$ cat src/rtl/bus_arbiter_n.sv
// N-master bus arbiter: fixed-priority or round-robin selection, grant held
// until transaction_done or a programmable BUSY-cycle timeout.
module bus_arbiter_n #(
  parameter int NUM_MASTERS = 4,
  parameter int RR_MODE     = 1,
  parameter int TIMEOUT     = 16,
  parameter int GRANT_W     = (NUM_MASTERS > 1) ? $clog2(NUM_MASTERS) : 1
) (
  input  logic                   clk,
  input  logic                   reset,
  input  logic [NUM_MASTERS-1:0] request,
  input  logic                   transaction_done,
  output logic [NUM_MASTERS-1:0] grant,
  output logic [GRANT_W-1:0]     bus_grant,
  output logic                   busy,
  output logic                   timeout_flag
);

  // state | meaning
  // IDLE  | bus free, arbitrating on any request
  // BUSY  | bus owned by r_bus_grant until done or timeout
  typedef enum logic {S_IDLE = 1'b0, S_BUSY = 1'b1} state_t;

  localparam int                 CNT_W    = (TIMEOUT > 0) ? $clog2(TIMEOUT + 1) : 1;
  localparam logic [CNT_W-1:0]   CNT_MAX  = (TIMEOUT > 0) ? CNT_W'(TIMEOUT - 1) : '0;
  localparam logic [GRANT_W-1:0] LAST_RST = GRANT_W'(NUM_MASTERS - 1);

  state_t                 r_state;
  logic [NUM_MASTERS-1:0] r_grant;
  logic [GRANT_W-1:0]     r_bus_grant;
  logic                   r_busy;
  logic                   r_timeout_flag;
  logic [CNT_W-1:0]       r_cnt;
  logic [GRANT_W-1:0]     r_last;

  state_t                 w_state_nxt;
  logic [NUM_MASTERS-1:0] w_grant_nxt;
  logic [GRANT_W-1:0]     w_bus_grant_nxt;
  logic                   w_busy_nxt;
  logic                   w_timeout_flag_nxt;
  logic [CNT_W-1:0]       w_cnt_nxt;
  logic [GRANT_W-1:0]     w_last_nxt;

  logic                   w_found;
  logic [GRANT_W-1:0]     w_winner;
  logic [NUM_MASTERS-1:0] w_winner_oh;

  // Round-robin scans from last+1 with a single wrap subtraction, so no
  // modulo hardware is needed for non-power-of-two master counts.
  always_comb begin
    int idx;
    idx      = 0;
    w_found  = 1'b0;
    w_winner = '0;
    for (int k = 0; k < NUM_MASTERS; k++) begin
      if (RR_MODE != 0) begin
        idx = int'(r_last) + 1 + k;
        if (idx >= NUM_MASTERS) idx = idx - NUM_MASTERS;
      end else begin
        idx = k;
      end
      if (!w_found && request[idx]) begin
        w_found  = 1'b1;
        w_winner = GRANT_W'(idx);
      end
    end
  end

  assign w_winner_oh = {{(NUM_MASTERS-1){1'b0}}, 1'b1} << w_winner;

  always_comb begin
    w_state_nxt        = r_state;
    w_grant_nxt        = r_grant;
    w_bus_grant_nxt    = r_bus_grant;
    w_busy_nxt         = r_busy;
    w_timeout_flag_nxt = 1'b0;
    w_cnt_nxt          = r_cnt;
    w_last_nxt         = r_last;
    case (r_state)
      S_IDLE: begin
        if (w_found) begin
          w_state_nxt     = S_BUSY;
          w_grant_nxt     = w_winner_oh;
          w_bus_grant_nxt = w_winner;
          w_busy_nxt      = 1'b1;
          w_cnt_nxt       = '0;
          w_last_nxt      = w_winner;
        end
      end
      S_BUSY: begin
        if (transaction_done) begin
          w_state_nxt     = S_IDLE;
          w_grant_nxt     = '0;
          w_bus_grant_nxt = '0;
          w_busy_nxt      = 1'b0;
        end else if ((TIMEOUT != 0) && (r_cnt == CNT_MAX)) begin
          w_state_nxt        = S_IDLE;
          w_grant_nxt        = '0;
          w_bus_grant_nxt    = '0;
          w_busy_nxt         = 1'b0;
          w_timeout_flag_nxt = 1'b1;
        end else if (TIMEOUT != 0) begin
          w_cnt_nxt = r_cnt + CNT_W'(1);
        end
      end
      default: begin
        w_state_nxt     = S_IDLE;
        w_grant_nxt     = '0;
        w_bus_grant_nxt = '0;
        w_busy_nxt      = 1'b0;
      end
    endcase
  end

  always_ff @(posedge clk or negedge reset) begin
    if (!reset) begin
      r_state        <= S_IDLE;
      r_grant        <= '0;
      r_bus_grant    <= '0;
      r_busy         <= 1'b0;
      r_timeout_flag <= 1'b0;
      r_cnt          <= '0;
      r_last         <= LAST_RST;
    end else begin
      r_state        <= w_state_nxt;
      r_grant        <= w_grant_nxt;
      r_bus_grant    <= w_bus_grant_nxt;
      r_busy         <= w_busy_nxt;
      r_timeout_flag <= w_timeout_flag_nxt;
      r_cnt          <= w_cnt_nxt;
      r_last         <= w_last_nxt;
    end
  end

  assign grant        = r_grant;
  assign bus_grant    = r_bus_grant;
  assign busy         = r_busy;
  assign timeout_flag = r_timeout_flag;

endmodule

$ cat config.mk
export PLATFORM = sky130hd
export DESIGN_NAME = bus_arbiter_n
export DESIGN_NICKNAME = d
export VERILOG_FILES = /design/src/rtl/bus_arbiter_n.sv
export SDC_FILE = /design/constraint.sdc
export NUM_CORES = 1
export LEC_CHECK = 0
export CORE_MARGIN = 10
export CORE_UTILIZATION = 50
export DETAILED_ROUTE_END_ITERATION = 10
export PLACE_DENSITY = 0.76
export SETUP_SLACK_MARGIN = 0.2
export SLEW_MARGIN = 20
export SYNTH_ARGS = -nofsm -noshare
export SYNTH_HDL_FRONTEND = slang
export SYNTH_SLANG_ARGS = --single-unit
export TNS_END_PERCENT = 5
$ cat constraint.sdc
create_clock -name clk -period 2.4 [get_ports clk]
set_input_delay 0.36 -clock clk [delete_from_list [all_inputs] [get_ports clk]]
set_output_delay 0.36 -clock clk [all_outputs]
set_load 0.005 [all_outputs]
# Word level (Yosys, flattened, before mapping)
# Index checks and enable logic that the tools add are counted.
dict set report totals {
  out_inout_bits 8
  ff_bits 16
  in_bits 7
  wordCells 87
}
dict set report classes {
  bitwise_logic 1
  reduce_logical 9
  n_lt_le_gt_ge 8
  shift 1
  n_mux 47
  addsub 9
  n_eq_ne 5
}
# cell n
set ops {}
lappend ops {{$lt A32 B4 Y1 const B} 4}
lappend ops {{$mux W32} 4}
lappend ops {{$ge A32 B4 Y1 const B} 3}
lappend ops {{$sub A32 B4 Y32 const B} 3}
lappend ops {{$add A32 B2 Y32 const B} 1}
lappend ops {{$add A32 B3 Y32 const B} 1}
lappend ops {{$mux W1} 21}
lappend ops {{$mux W5} 3}
lappend ops {{$mux W2} 7}
lappend ops {{$mux W4} 3}
lappend ops {{$pmux W5 S2} 1}
lappend ops {{$bmux W1 S2} 4}
lappend ops {{$pmux W4 S2} 1}
lappend ops {{$ne A2 B2 Y1 const B} 3}
lappend ops {{$add A5 B1 Y5 const B} 1}
lappend ops {{$eq A5 B4 Y1 const B} 1}
lappend ops {{$sub A4 B3 Y5 const B} 1}
lappend ops {{$add A3 B2 Y4 const B} 1}
lappend ops {{$ge A4 B3 Y1 const B} 1}
lappend ops {{$pmux W1 S2} 2}
lappend ops {{$pmux W2 S2} 1}
lappend ops {{$reduce_and A2 Y1} 2}
lappend ops {{$shl A1 B2 Y4 const A} 1}
lappend ops {{$add A2 B1 Y3 const B} 1}
lappend ops {{5 further kinds} 9}

# Logic depth before layout (Yosys ltp)
# Gate-level depths: netlist (run 1).
dict set report logic_depth {
  depth_word 19
  ltp_mapped 7
  mapped_depth_nobuf 7
}

# Worst setup path after synthesis (run 1)
# Ideal clock, no wire load.
dict set report synth_path {
  path_type {reg-to-reg}
  startpoint {register r_cnt[0]}
  endpoint {register r_cnt[2]}
  period_less_slack_ns 1.883
  setup_ns 0.130
  required_ns 2.270
  t_arrival_ns 1.753
  n_path_buf 0
  slack_ns 0.517
  path_stages_with_launch 8
  path_cell_list {dfrtp_1 -> ha_1 -> and3_1 -> ha_1 -> nor3b_2 -> nand2_1 -> a221oi_1 -> a21oi_1}
}
dict set report synth_via {
  elab_chain_cells 4
  elab_cells_between_ends 7
  classes_between {add/sub: 1; eq/ne: 2; mux: 3; reduce/logical: 1}
}
# element line_no
set synth_rtl {}
lappend synth_rtl {{start: declaration} 33} ;# logic [CNT_W-1:0] r_cnt;
lappend synth_rtl {{start signal: assignment} 130} ;# r_cnt <= w_cnt_nxt;
lappend synth_rtl {{$add A5 B1 Y5} 103} ;# w_cnt_nxt = r_cnt + CNT_W'(1);
lappend synth_rtl {{$mux W5} 96} ;# end else if ((TIMEOUT != 0) && (r_cnt == CNT_MAX)) begin
lappend synth_rtl {{$mux W5} 91} ;# if (transaction_done) begin
lappend synth_rtl {{$pmux W5 S2} 79} ;# case (r_state)
# Several ways; a longest one is shown, not always the timed one. The select of a mux whose other input is x is not followed.
# A chain may end at the register's enable or synchronous reset.

# Worst setup path after layout (run 1)
# Same ends and word-level chain as after synthesis.

==> out/metrics.csv, run 1 <==
stage,metric,value,unit
run_status,outcome,finished clean,
clock_network,CTS root buf,clkbuf_4,
yosys,ys async rst share,100,%
floorplan,die area,3750,sq um
setup_path,CP arrival,2130,ps
finish,# diodes,0,
sta,worst slew pin tran,689,ps
drt,vias per cell,5.47,
floorplan,die height,61.2,um
place,Post-Place Cells,114,
yosys,post-synth top area cell,dfrtp_1,
yosys,sequential area share after synthesis,47.4,%
floorplan,io pins,15,
clock_network,"CTS clk-pin slew, worst paths",100,ps
setup_path,Crit path buffers/inverters,0,
finish,P&R area growth vs syn,23.1,%
sta,max frequency,512,MHz
grt,initial antenna violation count,0,
yosys,Mapped Nets,94,
power,Max rail drop VDD,0.704,mV
drt,DRT iter0 DRCs,18,
clock_network,clk buf depth,2,
drt,DR WL/cell,14.6,um
floorplan,FP Rows,14,
finish,nets@finish,112,
setup_path,CP dominant cell by count,ha_1,
yosys,"top cells by area, synth","dfrtp_1 (41%), a21oi_1 (6.5%), dfstp_2 (6.2%), and3b_1 (4.1%), nand2_1 (4.0%)",
clock_network,CTS tree,done,
sta,max_slew headroom,54.0,%
min_path,hold crit path type,primary input to asynchronous set/reset pin,
clock_network,Post-CTS Hold Fix Bufs,0,
finish,share of cells above drive strength 1,17.6,%
power,Cell Pwr Density,1030,nW/um^2
yosys,Mapped Area,850,sq um
drt,Post-route DRC,0,
yosys,share of Yosys cell area claimed by the top area cell type,41.2,%
floorplan,Starting Density,54.5,%
sta,RSZ-0062 raised after global routing,no,
yosys,register bit total from synthesis,16,
place,routability cong.,0.850,
finish,FILL cells,111,
sta,max-slew violation count,0,
yosys,Synth Instances,85,
grt,total gr overflow,0,
place,post-DP HPWL,1290,um
drt,vias,646,
setup_path,crit path launch type,flop,
setup_path,Worst Setup SP,r_cnt[0],
finish,Final Non-Filler Cells,118,
sta,Final Skew,4.85,ps
place,PortBufs,14,
clock_network,TritonCTS Buffers,3,
clock_network,worst skew pair latency,290,ps
yosys,ys flop type,dfrtp_1,
grt,largest net degree at the start of global routing,17,
floorplan,core area,1560,sq um
clock_network,H-tree depth,1,
drt,Detailed Route WL,1720,um
setup_path,Top delay family on crit path,simple AND/OR/NAND/NOR gates,
drt,DRT antenna net count,0,
setup_path,crit end category,flop,
yosys,library cells used by synthesis,31,
setup_path,Crit Reg-Reg Startpoint,r_cnt[0],
setup_path,CP max stage delay,460,ps
yosys,Post-synth top cells,"dfrtp_1 (14), a21oi_1 (11), nand2_1 (9)",
sta,Setup Viol. Count Final,0,
setup_path,critical path class,flop to flop,
yosys,most frequent cell after synthesis,dfrtp_1,
clock_network,Setup Buffers After CTS,0,
yosys,Synth warnings,0,
sta,TNS Setup,0,ps
clock_network,PostCTS Resize Cnt,0,
clock_network,# clock sinks,16,
floorplan,die width,61.2,um
sta,Final Hold Fails,0,
power,Tot Pwr,1.08,mW
setup_path,CP required,2570,ps
setup_path,crit path max fanout,7,
grt,vias in the first global route,582,
setup_path,critical-path cell list,"ha_1, and3_1, ha_1, or3b_1, a221oi_1, a21oi_1",
yosys,Avg Inst Size Synth,9.99,sq um
drt,1st-pass router iterations,4,
sta,PnR worst setup slack,446,ps
grt,global-route wire length before repair,2820,um
run,Max Cap Viol,0,
setup_path,"Slowest-stage cell, CP",or3b_1,
yosys,number of synthesized flops with an enable pin,0,
sta,fin crit period,1950,ps
sta,Final Cycle Share,81.4,%
place,pre-CTS WS,461,ps
grt,total track usage,10.2,%
power,cell leakage power,0.488,nW
## cell usage in the layout (no fill, tap or decap), types with 2 or more instances in the layout
cell type / n
and3b_2: 3
ha_1: 2
and3b_1: 4
dfstp_2: 2
o21ai_0: 6
clkdlybuf4s50_1: 14
dfrtp_1: 14
inv_1: 4
a21o_1: 2
nor2_1: 3
o21ai_2: 2
nand2_1: 9
a21oi_1: 11
clkbuf_4: 3
nor2b_1: 3
buf_4: 2
nand3_1: 2
## metrics by stage
step | hold WS [ps] | utilization, % | area (sq um)
6_report | 477 | 67.1 | 1050
5_1_grt | 520 | 67.1 | 1050
4_1_cts | 498 | 67.1 | 1050
3_5_place_dp | 490 | 64.8 | 1010
3_3_place_gp | 487 | 64.8 | 1010
2_1_floorplan | 64.4 | - | 850
## path summary, 6_finish.rpt
check / slack [ps] / cells past startpoint / to
max in group asynchronous: 1490 / 1 / r_cnt[1]
hold / removal: 480 / 1 / grant[3]
setup / recovery: 450 / 6 / r_cnt[2]
hold reg to reg: 510 / 2 / r_cnt[4]
setup reg to reg: 450 / 6 / r_cnt[2]
min in group clk: 510 / 2 / r_cnt[4]
## per-layer routing
| layer | wire [um] | GRT usage (%) |
|---|---|---|
| met3 | 107 | 2.88 |
| met5 | 0 | 0 |
| met4 | 17 | 5.86 |
| met2 | 736 | 14.5 |
| met1 | 855 | 13.4 |
## power breakdown
part | leakage [nW] | internal, mW | switching (mW)
sequential | 0.204 | 0.381 | 0.102
combinational | 0.263 | 0.222 | 0.189
clock | 0.0210 | 0.0924 | 0.0885
## cells by family after synthesis
kind of cell,count (synthesis),share of synthesized area (%)
compound gates,25,17.7
xor+xnor,1,1.03
buf+inv,7,3.53
simple gates,33,26.2
fa+ha+maj,2,2.95
flops,16,47.4
mux,1,1.18
## flip-flops by register name, summed over array words and instances (netlist names)
signal,cells
bus_grant,2
busy,1
grant,4
r_cnt,5
r_last,2
r_state,1
timeout_flag,1
## final cells by class
type | instances | area (sq um) | share of cell area (%)
Clock buffer | 4 | 36.3 | 3.47
Inverter | 4 | 15.0 | 1.44
Multi-Input combinational cell | 62 | 417 | 39.8
Sequential cell | 16 | 403 | 38.5
Tap cell | 16 | 20.0 | 1.91
Timing Repair Buffer | 16 | 155 | 14.8
(Power assumes the default switching activity.)
==> run 2, diff against run 1 <==
==> constraint.sdc (replaced) <==
create_clock -name clk -period 2.01 [get_ports clk]
set_input_delay 0.3015 -clock clk [delete_from_list [all_inputs] [get_ports clk]]
set_output_delay 0.3015 -clock clk [all_outputs]
set_load 0.005 [all_outputs]
==> out/metrics.csv, run 2 (synthesis results as in run 1) <==
stage,metric,value,unit,change
place,Post-Place Cells,115,,+0.88%
min_path,hold crit path type,primary input to asynchronous set/reset pin,,
sta,fin crit period,1770,ps,-186 ps
finish,Multi-input gate area,452,sq um,+8.4%
clock_network,H-tree depth,1,,unchanged
power,combinational power share,41.0,%,+2.8 points
finish,Util after Layout,71.7,%,+4.7 points
setup_path,Crit Reg-Reg Startpoint,r_cnt[1],,
setup_path,crit path launch type,flop,,
drt,DR WL/cell,14.7,um,+1.1%
power,Cell Pwr Density,1210,nW/um^2,+18%
floorplan,Starting Density,54.5,%,unchanged
place,Area after DPL,1050,sq um,+4.0%
finish,Final Non-Filler Cells,123,,+4.2%
floorplan,core area,1560,sq um,unchanged
grt,vias in the first global route,617,,+6.0%
clock_network,"CTS clk-pin slew, worst paths",100,ps,about the same
sta,PnR worst setup slack,242,ps,-204 ps
clock_network,clk buf depth,2,,unchanged
floorplan,die width,61.2,um,unchanged
floorplan,die height,61.2,um,unchanged
finish,largest register by flop count,r_cnt,,
drt,vias,692,,+7.1%
clock_network,CTS root buf,clkbuf_4,,
finish,share of cells above drive strength 1,26.2,%,+8.5 points
sta,max_slew headroom,74.7,%,+21 points
grt,global-route wire length before repair,2940,um,+4.1%
clock_network,worst skew pair latency,290,ps,about the same
grt,total gr overflow,0,,unchanged
power,cell leakage power,0.512,nW,+4.8%
sta,TNS Setup,0,ps,unchanged
drt,Detailed Route WL,1810,um,+5.4%
drt,1st-pass router iterations,4,,unchanged
power,Max rail drop VDD,0.795,mV,+13%
drt,DRT antenna net count,0,,unchanged
finish,# diodes,0,,unchanged
place,routability cong.,0.832,,-2.2%
setup_path,crit path max fanout,4,,-3
place,PortBufs,14,,unchanged
setup_path,critical path class,flop to flop,,
sta,max-slew violation count,0,,unchanged
sta,Final Cycle Share,88.0,%,+6.5 points
drt,vias per cell,5.63,,+2.8%
sta,max frequency,565,MHz,+11%
power,Clock power frac,16.1,%,-0.7 points
power,switching share of power,35.1,%,-0.27 points
sta,Final Hold Fails,0,,unchanged
grt,largest net degree at the start of global routing,17,,unchanged
power,Internal Power,0.878,mW,+26%
finish,design area,1120,sq um,+6.9%
clock_network,CTS tree,done,,
setup_path,Worst Setup SP,r_cnt[1],,
drt,DRT iter0 DRCs,20,,+2
power,switching power total,0.474,mW,+25%
setup_path,crit end category,flop,,
sta,Setup Viol. Count Final,0,,unchanged
power,Tot Pwr,1.35,mW,+26%
sta,RSZ-0062 raised after global routing,no,,
power,Reg power frac,43.0,%,-2.0 points
run,Max Cap Viol,0,,unchanged
sta,Final Skew,6.46,ps,+1.61 ps
finish,"commonest cells after routing, fill and taps aside","dfrtp_1 (14), clkdlybuf4s50_1 (14), a21oi_1 (11)",,
finish,Register Area,403,sq um,unchanged
place,pre-CTS WS,134,ps,-327 ps
clock_network,TritonCTS Buffers,3,,unchanged
grt,total track usage,10.0,%,-0.17 points
finish,P&R area growth vs syn,31.7,%,
finish,nets@finish,117,,+4.5%
sta,Hold Slack,313,ps,-164 ps
floorplan,io pins,15,,unchanged
sta,worst slew pin tran,379,ps,-310 ps
finish,max FFs per register,5,,unchanged
floorplan,die area,3750,sq um,unchanged
setup_path,CP required,2200,ps,-370 ps
setup_path,CP arrival,1960,ps,-170 ps
floorplan,FP Rows,14,,unchanged
clock_network,# clock sinks,16,,unchanged
place,post-DP HPWL,1310,um,+2.0%
finish,FILL cells,120,,+8.1%
drt,Post-route DRC,0,,unchanged
grt,initial antenna violation count,0,,unchanged
run_status,outcome,finished clean,,
## run 2: final timing paths
kind                            slack (ps)  cells past startpoint        end
worst max register to register         240                      6   r_cnt[2]
max in group asynchronous             1440                      2  r_last[1]
worst min-delay path                   310                      2       busy
worst max-delay path                   240                      6   r_cnt[2]
worst min register to register         510                      2   r_cnt[4]
min in group clk                       510                      2   r_cnt[4]
## run 2: layer usage
layer,global-route usage [%],wire (um),share of wire [%],up-vias
met2,14.8,823,45,27
li1,-,-,-,345
met4,1.95,23,1.3,0
met1,13.8,819,45,315
met3,3.29,142,7.8,5
met5,0,0,0,-
## run 2: cell type report
| type | instances | share of cell area [%] |
|---|---|---|
| clock buffer | 4 | 3.24 |
| inverter | 4 | 1.34 |
| multi-input combinational | 62 | 40.4 |
| sequential | 16 | 36.0 |
| tap | 16 | 1.79 |
| timing repair buffer | 21 | 17.2 |
## run 2: critical path: stages (launching register included)
cell	delay, ps
dfrtp_1	420
ha_2	200
and3_4	150
ha_4	170
or3b_4	400
a221oi_2	250
a21oi_1	60
## run 2: timing repair
item | in CTS | in global routing
resized for setup | 1 | 0
hold buffers | 0 | 0
buffers inserted | 1 | 3
gates cloned | 0 | 0
setup endpoints to repair | 1 | 1
pin swaps | 0 | 3
## run 2: power groups by stage
stage / registers, mW / logic, mW / clock network [mW]
2_1_floorplan: 0.550 / 0.335 / 0
3_3_place_gp: 0.580 / 0.498 / 0
3_5_place_dp: 0.586 / 0.510 / 0
4_1_cts: 0.576 / 0.533 / 0.217
5_1_grt: 0.599 / 0.613 / 0.230
6_report: 0.581 / 0.554 / 0.217
